**config.mk**
```make
export PLATFORM = sky130hd
export DESIGN_NAME = pulse_code_decoder
export DESIGN_NICKNAME = d
export VERILOG_FILES = /design/src/rtl/pce_pkg.sv /design/src/rtl/pce_req_slot.sv /design/src/rtl/pulse_code_decoder.sv
export SDC_FILE = /design/constraint.sdc
export NUM_CORES = 1
export LEC_CHECK = 0
export CORE_UTILIZATION = 34
export CTS_BUF_LIST = sky130_fd_sc_hd__clkbuf_16
export CTS_CLUSTER_DIAMETER = 120
export DETAILED_ROUTE_END_ITERATION = 10
export HOLD_SLACK_MARGIN = 0.15
export REMOVE_ABC_BUFFERS = 1
export SLEW_MARGIN = 25
export SYNTH_ARGS = -nofsm -noshare
export SYNTH_HDL_FRONTEND = slang
export SYNTH_SLANG_ARGS = --single-unit
```
**constraint.sdc**
```tcl
create_clock -name clk -period 2.57 [get_ports clk]
set_input_delay 0.3855 -clock clk [delete_from_list [all_inputs] [get_ports clk]]
set_output_delay 0.3855 -clock clk [all_outputs]
set_load 0.01 [all_outputs]
```
**src/rtl/pce_pkg.sv**
```systemverilog
// Shared types and helpers for the pulse-code decoder.
package pce_pkg;

    localparam int CODE_W = 3;
    localparam int OUT_W  = 2 ** CODE_W;

    typedef enum logic [1:0] {
        IDLE  = 2'd0,
        DRIVE = 2'd1,
        GAP   = 2'd2
    } state_t;

    // Turn a binary code into a one-hot or thermometer line vector.
    function automatic logic [OUT_W-1:0] decode(input logic [CODE_W-1:0] code,
                                                input logic              therm);
        logic [OUT_W-1:0] pat;
        pat = '0;
        for (int k = 0; k < OUT_W; k++) begin
            if (therm) begin
                pat[k] = (CODE_W'(k) <= code);
            end else begin
                pat[k] = (CODE_W'(k) == code);
            end
        end
        return pat;
    endfunction

endpackage

```
**src/rtl/pce_req_slot.sv**
```systemverilog
// One-entry request buffer with valid/ready; ready is driven only from the
// valid register so it never depends combinationally on the requester.
module pce_req_slot #(
    parameter int W = 3
) (
    input  logic         clk,
    input  logic         rst_n,
    input  logic         in_valid,
    output logic         in_ready,
    input  logic [W-1:0] in_code,
    input  logic         in_therm,
    input  logic         pop,
    output logic         pend_valid,
    output logic [W-1:0] pend_code,
    output logic         pend_therm
);

    logic         valid_r;
    logic [W-1:0] code_r;
    logic         therm_r;

    // Capture a request when the slot is empty; release it when the consumer pops.
    always_ff @(posedge clk or negedge rst_n) begin
        if (!rst_n) begin
            valid_r <= 1'b0;
            code_r  <= '0;
            therm_r <= 1'b0;
        end else if (in_valid && !valid_r) begin
            valid_r <= 1'b1;
            code_r  <= in_code;
            therm_r <= in_therm;
        end else if (pop) begin
            valid_r <= 1'b0;
        end else begin
            valid_r <= valid_r;
        end
    end

    assign in_ready   = !valid_r;
    assign pend_valid = valid_r;
    assign pend_code  = code_r;
    assign pend_therm = therm_r;

endmodule

```
**src/rtl/pulse_code_decoder.sv**
```systemverilog
// Decodes buffered binary codes into one-hot/thermometer pulses of fixed
// length, each followed by an optional all-zero gap.
module pulse_code_decoder
    import pce_pkg::*;
#(
    parameter int W         = CODE_W,
    parameter int PULSE_LEN = 4,
    parameter int GAP_LEN   = 1
) (
    input  logic            clk,
    input  logic            rst_n,
    input  logic            in_valid,
    output logic            in_ready,
    input  logic [W-1:0]    in_code,
    input  logic            in_therm,
    output logic [2**W-1:0] out,
    output logic            busy,
    output logic            pulse_done
);

    localparam int MAX_PG = (PULSE_LEN > GAP_LEN) ? PULSE_LEN : GAP_LEN;
    localparam int MAX_C  = (MAX_PG > 2) ? MAX_PG : 2;
    localparam int CW     = $clog2(MAX_C);
    localparam logic [CW-1:0] PULSE_RELOAD = CW'(PULSE_LEN - 1);
    localparam logic [CW-1:0] GAP_RELOAD   = CW'((GAP_LEN > 0) ? (GAP_LEN - 1) : 0);

    state_t            state_r, state_nxt_s;
    logic [CW-1:0]     cnt_r, cnt_nxt_s;
    logic [2**W-1:0]   out_r, out_nxt_s;
    logic              busy_r;
    logic              done_r, done_nxt_s;
    logic              pop_s;
    logic              pend_valid_s;
    logic [W-1:0]      pend_code_s;
    logic              pend_therm_s;

    pce_req_slot #(.W(W)) u_slot (
        .clk        (clk),
        .rst_n      (rst_n),
        .in_valid   (in_valid),
        .in_ready   (in_ready),
        .in_code    (in_code),
        .in_therm   (in_therm),
        .pop        (pop_s),
        .pend_valid (pend_valid_s),
        .pend_code  (pend_code_s),
        .pend_therm (pend_therm_s)
    );

    // Next-state, counter and output pattern; a load always pops the slot.
    always_comb begin
        state_nxt_s = state_r;
        cnt_nxt_s   = cnt_r;
        out_nxt_s   = '0;
        done_nxt_s  = 1'b0;
        pop_s       = 1'b0;
        case (state_r)
            IDLE: begin
                if (pend_valid_s) begin
                    state_nxt_s = DRIVE;
                    cnt_nxt_s   = PULSE_RELOAD;
                    out_nxt_s   = decode(pend_code_s, pend_therm_s);
                    pop_s       = 1'b1;
                end else begin
                    state_nxt_s = IDLE;
                    cnt_nxt_s   = '0;
                end
            end
            DRIVE: begin
                if (cnt_r == '0) begin
                    done_nxt_s = 1'b1;
                    if (GAP_LEN > 0) begin
                        state_nxt_s = GAP;
                        cnt_nxt_s   = GAP_RELOAD;
                    end else if (pend_valid_s) begin
                        state_nxt_s = DRIVE;
                        cnt_nxt_s   = PULSE_RELOAD;
                        out_nxt_s   = decode(pend_code_s, pend_therm_s);
                        pop_s       = 1'b1;
                    end else begin
                        state_nxt_s = IDLE;
                        cnt_nxt_s   = '0;
                    end
                end else begin
                    out_nxt_s = out_r;
                    cnt_nxt_s = cnt_r - CW'(1);
                end
            end
            GAP: begin
                if (cnt_r == '0) begin
                    if (pend_valid_s) begin
                        state_nxt_s = DRIVE;
                        cnt_nxt_s   = PULSE_RELOAD;
                        out_nxt_s   = decode(pend_code_s, pend_therm_s);
                        pop_s       = 1'b1;
                    end else begin
                        state_nxt_s = IDLE;
                        cnt_nxt_s   = '0;
                    end
                end else begin
                    cnt_nxt_s = cnt_r - CW'(1);
                end
            end
            default: begin
                state_nxt_s = IDLE;
                cnt_nxt_s   = '0;
            end
        endcase
    end

    // State, counter and all outputs registered; reset clears out immediately.
    always_ff @(posedge clk or negedge rst_n) begin
        if (!rst_n) begin
            state_r <= IDLE;
            cnt_r   <= '0;
            out_r   <= '0;
            busy_r  <= 1'b0;
            done_r  <= 1'b0;
        end else begin
            state_r <= state_nxt_s;
            cnt_r   <= cnt_nxt_s;
            out_r   <= out_nxt_s;
            busy_r  <= (state_nxt_s != IDLE);
            done_r  <= done_nxt_s;
        end
    end

    assign out        = out_r;
    assign busy       = busy_r;
    assign pulse_done = done_r;

endmodule
```
==> flow_metrics.tcl, run 1 <==
set metrics [dict create \
    overflow 0 \
    grt_pass1_wl_mm 2.68 \
    ys_types 28 \
    cellLeakagePower_nw 0.459 \
    synth.area.top_cells "dfrtp_1 (56%), mux2_2 (6.6%), o2bb2ai_1 (4.1%), buf_6 (2.7%), a22o_2 (2.4%)" \
    yosys_warnings 0 \
    post-dp-hpwl_mm 1.08 \
    drt_wl_total_mm 1.55 \
    htree_levels 1 \
    tightest_slew_ns 0.848 \
    tritoncts "done" \
    port-buffer-count 17 \
    wl_met3_um 42 \
    cts_hold_buf 0 \
    ir_worst_vdd_uv 614 \
    finalCriticalPeriod_ns 1.68 \
    syn_inst 67 \
    min_path_type "register to register" \
    syn_area_sq_um 847 \
    drive_above_1_share 0.165 \
    cts_inserted_buffers 3 \
    setup_viol 0 \
    synth_largest_area_cell "dfrtp_1" \
    status "completed" \
    ant_nets 0 \
    routed.top_layer "met4" \
    final_max_slew_viol_count 0 \
    cts_root_buffer "clkbuf_16" \
    yosysMostFrequentCell "dfrtp_1" \
    track_usage 0.138 \
    path_clk_slew_ns 0.05 \
    cap_violations 0 \
    skew_ns 0.000961 \
    first_iter_violations 11 \
    dieArea_sq_um 2700 \
    clockBufferDepth 2 \
    globalplace.congestion 0.684 \
    fillers 209 \
    antenna_found_initial 0 \
    grt_max_degree 20 \
    start_kind "register" \
    p_total_mw 1.44 \
    synth.ff_latch_count 19 \
    timing.fmax_ghz 0.594 \
    cts_setup_buffers 0 \
    met1_length_um 748 \
    wl_met2_um 748 \
    n_antenna_cell 0 \
    cts_sinks 19 \
    clk_latency_ns 0.24 \
    first_pass_iters 4 \
    area_growth_pct 30.0 \
    setup_ws_ns 0.887 \
    num-nets-final 93 \
    slew-limit-headroom 0.433 \
    fin_tns_setup_ns 0 \
    power_density_nw_per_um2 1300 \
    synthArstFlopShare 1.00 \
    hold_viol 0 \
    syn_area_per_cell_sq_um 12.6 \
    final_util 0.484 \
    die_w_um 51.9 \
    critPathCaptureType "output port" \
    vias 581 \
    die_h_um 51.9 \
    cp_max_fo 6 \
    post_cts_resize_count 0 \
    ios 18 \
    first_global_vias 561 \
    coreArea_sq_um 2280 \
    cp.arrival_ns 1.30 \
    timing.reg2reg.setup_slack_ns 1.31 \
    rsz0062_at_grt "no" \
    synth_top_area_share 0.561 \
    yosysSeqAreaShare 0.561 \
    hold-worst-slack_ns 0.491 \
    rows 17 \
    synth_commonest_cells "dfrtp_1 (19), mux2_2 (5), nor2_1 (4), o2bb2ai_1 (4), nand2_1 (3)" \
    dp_worst_setup_slack_ns 0.885 \
    ys.flop_type "dfrtp_1" \
    fin_crit_sh 0.655 \
    wl_per_cell_um 13.8 \
    start_util 0.372 \
    drc 0 \
    required_ns 2.18 \
    synth-edff-count 0 \
    viasPerCell 5.14 \
    path_class "register to output port" \
]
==> per-layer routing <==
metal  up-vias  global-route usage
met5         -                   0
met4         0              0.0811
met3         2              0.0263
met2         9               0.212
met1       282               0.180
li1        288                   -
==> cell type report <==
| type | instances | area (sq um) | area share |
|---|---|---|---|
| Inverter | 2 | 7.51 | 0.00682 |
| Sequential cell | 19 | 475 | 0.432 |
| Multi-Input combinational cell | 43 | 334 | 0.303 |
| Clock inverter | 1 | 3.75 | 0.00341 |
| Clock buffer | 3 | 75.1 | 0.0682 |
| Tap cell | 28 | 35.0 | 0.0318 |
| Timing Repair Buffer | 17 | 170 | 0.155 |
==> critical path: stages, from the launching register on <==
cell,delay (ns)
dfrtp_1,0.45
inv_1,0.08
clkdlybuf4s50_1,0.53
==> registers in the layout, summed over array words and instances (netlist names) <==
register	count
pulse_done	1
u_slot.pend_valid	1
busy	1
u_slot.pend_therm	1
cnt_r	2
state_r	2
out	8
u_slot.pend_code	3
==> report_power, final <==
part	internal [mW]	total, mW	switching, mW
logic	0.306	0.525	0.219
clock network	0.206	0.307	0.100
registers	0.427	0.605	0.177
total	0.940	1.44	0.496
==> cell families (layout without fill, tap and decap cells) <==
group | after synthesis | after routing | share of synthesized area
AOI/OAI and AO/OA | 19 | 19 | 0.191
DFF | 19 | 19 | 0.561
and+or+nand+nor | 18 | 18 | 0.126
muxes | 6 | 6 | 0.0783
buffers and inverters | 5 | 23 | 0.0443
==> final timing paths <==
check                                           endpoint  cells past startpoint                           from
setup / recovery                                in_ready                      2  u_slot.pend_valid$_DFFE_PN0P_
hold / removal                        out[3]$_DFFE_PN0P_                      1             out[3]$_DFFE_PN0P_
setup reg to reg           u_slot.pend_therm$_DFFE_PN0P_                      2  u_slot.pend_valid$_DFFE_PN0P_
hold reg to reg                       out[3]$_DFFE_PN0P_                      1             out[3]$_DFFE_PN0P_
max in group asynchronous             out[3]$_DFFE_PN0P_                      1                          rst_n
min in group asynchronous             cnt_r[0]$_DFF_PN0_                      1                          rst_n
==> layout by cell type, fill, tap and decap left out, drive strengths merged <==
cell           netlist  layout
and3b                1       1
o211ai               1       1
a22o                 2       2
nor2                 5       5
o22ai                2       2
a21oi                1       1
nand2                3       3
nand3                1       1
dfrtp               19      19
clkdlybuf4s50        0      17
nand3b               1       1
nor2b                2       2
o21ai                2       2
o311ai               1       1
clkbuf               0       3
a32o                 2       2
a2bb2oi              1       1
and4b                1       1
mux2i                1       1
nand2b               2       2
o2bb2ai              4       4
inv                  2       3
nor3                 2       2
mux2                 5       5
o21a                 1       1
o21bai               2       2
==> stage by stage <==
step	cells	cell area, sq um
6_report	113	1100
5_1_grt	113	1100
4_1_cts	113	1100
3_5_place_dp	109	1020
3_3_place_gp	109	1020
2_1_floorplan	64	817
Note: power is estimated with default switching activity, not from simulation.
==> run 2: changes to the inputs <==
==> constraint.sdc (replaced) <==
create_clock -name clk -period 1.7 [get_ports clk]
set_input_delay 0.255 -clock clk [delete_from_list [all_inputs] [get_ports clk]]
set_output_delay 0.255 -clock clk [all_outputs]
set_load 0.01 [all_outputs]
==> run 2 against run 1 <==
Worst hold slack worse by 0.15 ns; non-clock buffer count up 1; clock power up 54%; highest routed layer unchanged.
==> flow_metrics.tcl, run 2 (synthesis results as in run 1) <==
set metrics [dict create \
    dpl.cell_count 110 \
    grt_pass1_wl_mm 2.66 \
    port-buffer-count 17 \
    post_cts_resize_count 0 \
    drive_above_1_share 0.186 \
    grt_max_degree 20 \
    multi_input_area_sq_um 334 \
    path_class "register to output port" \
    first_pass_iters 4 \
    tritoncts "done" \
    cellLeakagePower_nw 0.462 \
    cts_inserted_buffers 3 \
    cp_max_fo 6 \
    skew_ns 0.00169 \
    timing.fmax_ghz 0.641 \
    cts_root_buffer "clkbuf_16" \
    cts_hold_buf 0 \
    num-nets-final 94 \
    n_antenna_cell 0 \
    cts_sinks 19 \
    post-dp-hpwl_mm 1.06 \
    power_density_nw_per_um2 1970 \
    area_growth_pct 31.0 \
    cts_setup_buffers 0 \
    final_max_slew_viol_count 0 \
    stdcell_count 114 \
    globalplace.congestion 0.701 \
    htree_levels 1 \
    die_h_um 51.9 \
    ir_worst_vdd_uv 1080 \
    fillers 211 \
    viasPerCell 5.13 \
    antenna_found_initial 0 \
    cp.arrival_ns 1.30 \
    clk_latency_ns 0.25 \
    worst-path-buf-inv 2 \
    start_util 0.372 \
    hold-worst-slack_ns 0.338 \
    coreArea_sq_um 2280 \
    layout_common_cells "dfrtp_1 (19), clkdlybuf4s50_1 (17), mux2_2 (5)" \
    fin_crit_sh 0.918 \
    required_ns 1.44 \
    largest_reg_flops 8 \
    vias 585 \
    hold_viol 0 \
    ant_nets 0 \
    min_path_type "input port to asynchronous set/reset pin" \
    ios 18 \
    status "completed" \
    track_usage 0.139 \
    layout_commonest_cell "dfrtp_1" \
    tightest_slew_ns 0.355 \
    rsz0062_at_grt "no" \
    drt_wl_total_mm 1.56 \
    setup_viol 0 \
    dieArea_sq_um 2700 \
    path_clk_slew_ns 0.05 \
    finalCriticalPeriod_ns 1.56 \
    fin_tns_setup_ns 0 \
    cp_top_family "buffers and inverters" \
    drc 0 \
    slowest_stage "clkdlybuf4s50_1" \
    slew-limit-headroom 0.763 \
    wl_per_cell_um 13.7 \
    cpPeakStageDelay_ns 0.53 \
    die_w_um 51.9 \
    rows 17 \
    worstPathCellList "inv_1 -> clkdlybuf4s50_1" \
    register_area_sq_um 475 \
    overflow 0 \
    clockBufferDepth 2 \
    critPathCaptureType "output port" \
    start_kind "register" \
    cap_violations 0 \
    first_global_vias 556 \
    first_iter_violations 8 \
]
==> run 2: path summary, 6_finish.rpt <==
check / depth (start not counted) / slack, ns / from / to
max: 2 / 0.14 / u_slot.pend_valid$_DFFE_PN0P_ / in_ready
min: 2 / 0.34 / rst_n / u_slot.pend_valid$_DFFE_PN0P_
max reg2reg: 3 / 0.43 / state_r[1]$_DFF_PN0_ / out[4]$_DFFE_PN0P_
min reg2reg: 1 / 0.49 / out[1]$_DFFE_PN0P_ / out[1]$_DFFE_PN0P_
max in group asynchronous: 2 / 1.17 / rst_n / out[7]$_DFFE_PN0P_
min in group clk: 1 / 0.49 / out[1]$_DFFE_PN0P_ / out[1]$_DFFE_PN0P_
==> run 2: metal layers <==
metal  up-vias  track usage  routed length (um)
met4         0       0.0811                  14
li1        288            -                   -
met2        13        0.201                 725
met5         -            0                   0
met1       282        0.192                 760
met3         2       0.0263                  61
==> run 2: area by class of cell <==
cell class / instances / share of cell area
timing repair buffer: 18 / 0.160
clock inverter: 1 / 0.00451
sequential: 19 / 0.428
multi-input combinational: 43 / 0.301
clock buffer: 3 / 0.0676
inverter: 2 / 0.00676
tap: 28 / 0.0316
==> run 2: through the flow <==
step	utilization	worst slack, ns	total power [mW]	instance area, sq um
floorplan	-	0.556	1.36	817
global placement	0.452	0.186	1.69	1030
detailed placement	0.452	0.163	1.72	1030
CTS	0.488	0.139	2.20	1110
global route	0.488	0.108	2.34	1110
finish	0.488	0.140	2.19	1110
==> run 2: worst reg2reg max path: cells and delay by family, from the launching register on <==
family / cells / cell delay [ns]
and+or+nand+nor: 2 / 0.55
DFF: 1 / 0.45
AOI/OAI and AO/OA: 1 / 0.21
==> run 2: where the power goes <==
part | switching [mW] | internal, mW
Sequential | 0.269 | 0.646
Clock | 0.157 | 0.315
Combinational | 0.334 | 0.464
==> run 3: changes to the inputs <==
--- a/config.mk
+++ b/config.mk
@@ -10,6 +10,7 @@
 export CTS_CLUSTER_DIAMETER = 120
 export DETAILED_ROUTE_END_ITERATION = 10
 export HOLD_SLACK_MARGIN = 0.15
+export RECOVER_POWER = 50
 export REMOVE_ABC_BUFFERS = 1
 export SLEW_MARGIN = 25
 export SYNTH_ARGS = -nofsm -noshare
==> run 3 against run 2 <==
Sequential power hardly changed; largest cell class unchanged; utilization shrank 0.33 points; non-clock buffer count unchanged; highest routed layer unchanged; die area did not move; largest power group unchanged.
==> flow_metrics.tcl, run 3 (synthesis results as in run 1) <==
set metrics [dict create \
    die_w_um 51.9 \
    vias 604 \
    cts_sinks 19 \
    status "completed" \
    setup_viol 0 \
    htree_levels 1 \
    antenna_found_initial 0 \
    cellLeakagePower_nw 0.455 \
    slew-limit-headroom 0.342 \
    drc 0 \
    required_ns 1.44 \
    fin_tns_setup_ns 0 \
    cts_root_buffer "clkbuf_16" \
    power_density_nw_per_um2 1980 \
    cts_hold_buf 0 \
    hold-worst-slack_ns 0.488 \
    post-dp-hpwl_mm 1.06 \
    rsz0062_at_grt "no" \
    dieArea_sq_um 2700 \
    coreArea_sq_um 2280 \
    first_global_vias 556 \
    cp.arrival_ns 1.30 \
    layout_common_cells "dfrtp_1 (19), clkdlybuf4s50_1 (16), mux2_2 (5)" \
    cts_setup_buffers 0 \
    finalCriticalPeriod_ns 1.55 \
    final_area_sq_um 1100 \
    cap_violations 0 \
    first_pass_iters 4 \
    area_growth_pct 30.1 \
    post_cts_resize_count 0 \
    skew_ns 0.00193 \
    critPathCaptureType "output port" \
    clk_latency_ns 0.25 \
    ios 18 \
    viasPerCell 5.30 \
    die_h_um 51.9 \
    path_clk_slew_ns 0.05 \
    path_class "register to output port" \
    grt_max_degree 20 \
    cts_inserted_buffers 3 \
    drt_wl_total_mm 1.58 \
    globalplace.congestion 0.701 \
    first_iter_violations 6 \
    start_util 0.372 \
    tightest_slew_ns 0.987 \
    tritoncts "done" \
    setup_ws_ns 0.146 \
    min_path_type "register to register" \
    start_kind "register" \
    ir_worst_vdd_uv 1080 \
    timing.fmax_ghz 0.643 \
    layout_commonest_cell "dfrtp_1" \
    track_usage 0.139 \
    rows 17 \
    clockBufferDepth 2 \
    wl_per_cell_um 13.8 \
    postPlaceCellArea_sq_um 1030 \
    overflow 0 \
    grt_pass1_wl_mm 2.66 \
    drive_above_1_share 0.163 \
    final_max_slew_viol_count 0 \
    hold_viol 0 \
    cp_max_fo 6 \
    num-nets-final 94 \
    ant_nets 0 \
    dp_worst_setup_slack_ns 0.163 \
    n_antenna_cell 0 \
    largest_reg_flops 8 \
    fin_crit_sh 0.914 \
    port-buffer-count 17 \
]
## run 3: path summary, 6_finish.rpt
check | startpoint | end | slack (ns) | cells after the start
min in group asynchronous | rst_n | u_slot.pend_valid$_DFFE_PN0P_ | 0.69 | 2
max reg2reg | cnt_r[0]$_DFF_PN0_ | cnt_r[1]$_DFF_PN0_ | 0.39 | 3
min | out[1]$_DFFE_PN0P_ | out[1]$_DFFE_PN0P_ | 0.49 | 1
max in group asynchronous | rst_n | out[7]$_DFFE_PN0P_ | 0.42 | 2
max | u_slot.pend_valid$_DFFE_PN0P_ | in_ready | 0.15 | 2
min reg2reg | out[1]$_DFFE_PN0P_ | out[1]$_DFFE_PN0P_ | 0.49 | 1
## run 3: stage by stage
step                      instances  power (mW)   util
after floorplan                  64        1.36      -
after global placement          110        1.69  0.452
after detailed placement        110        1.72  0.452
after CTS                       114        2.20  0.488
after global routing            114        2.33  0.484
final                           114        2.18  0.484
## run 3: layout make-up
type,instances,area [sq um]
Clock inverter,1,5.00
Inverter,2,7.51
Clock buffer,3,75.1
Tap cell,28,35.0
Sequential cell,19,475
Multi-Input combinational cell,43,330
Fill cell,212,1170
Timing Repair Buffer,18,174
## run 3: worst max-delay path, cell delays in order, from the launching register on
cell and delay [ns]:
dfrtp_1 0.44, inv_1 0.08, clkdlybuf4s50_1 0.53
## run 3: report_power, final
group	switching, mW	internal [mW]	total [mW]	leakage, nW
combinational	0.335	0.457	0.792	0.174
clock	0.158	0.315	0.472	0.0409
sequential	0.269	0.646	0.915	0.241
total	0.762	1.42	2.18	0.455
## run 3: layer usage
layer	GRT usage	up-vias	part of all wire
met1	0.192	293	0.50
met2	0.201	19	0.45
met4	0.0811	0	0.015
li1	-	288	-
met5	0	-	0
met3	0.0263	4	0.039
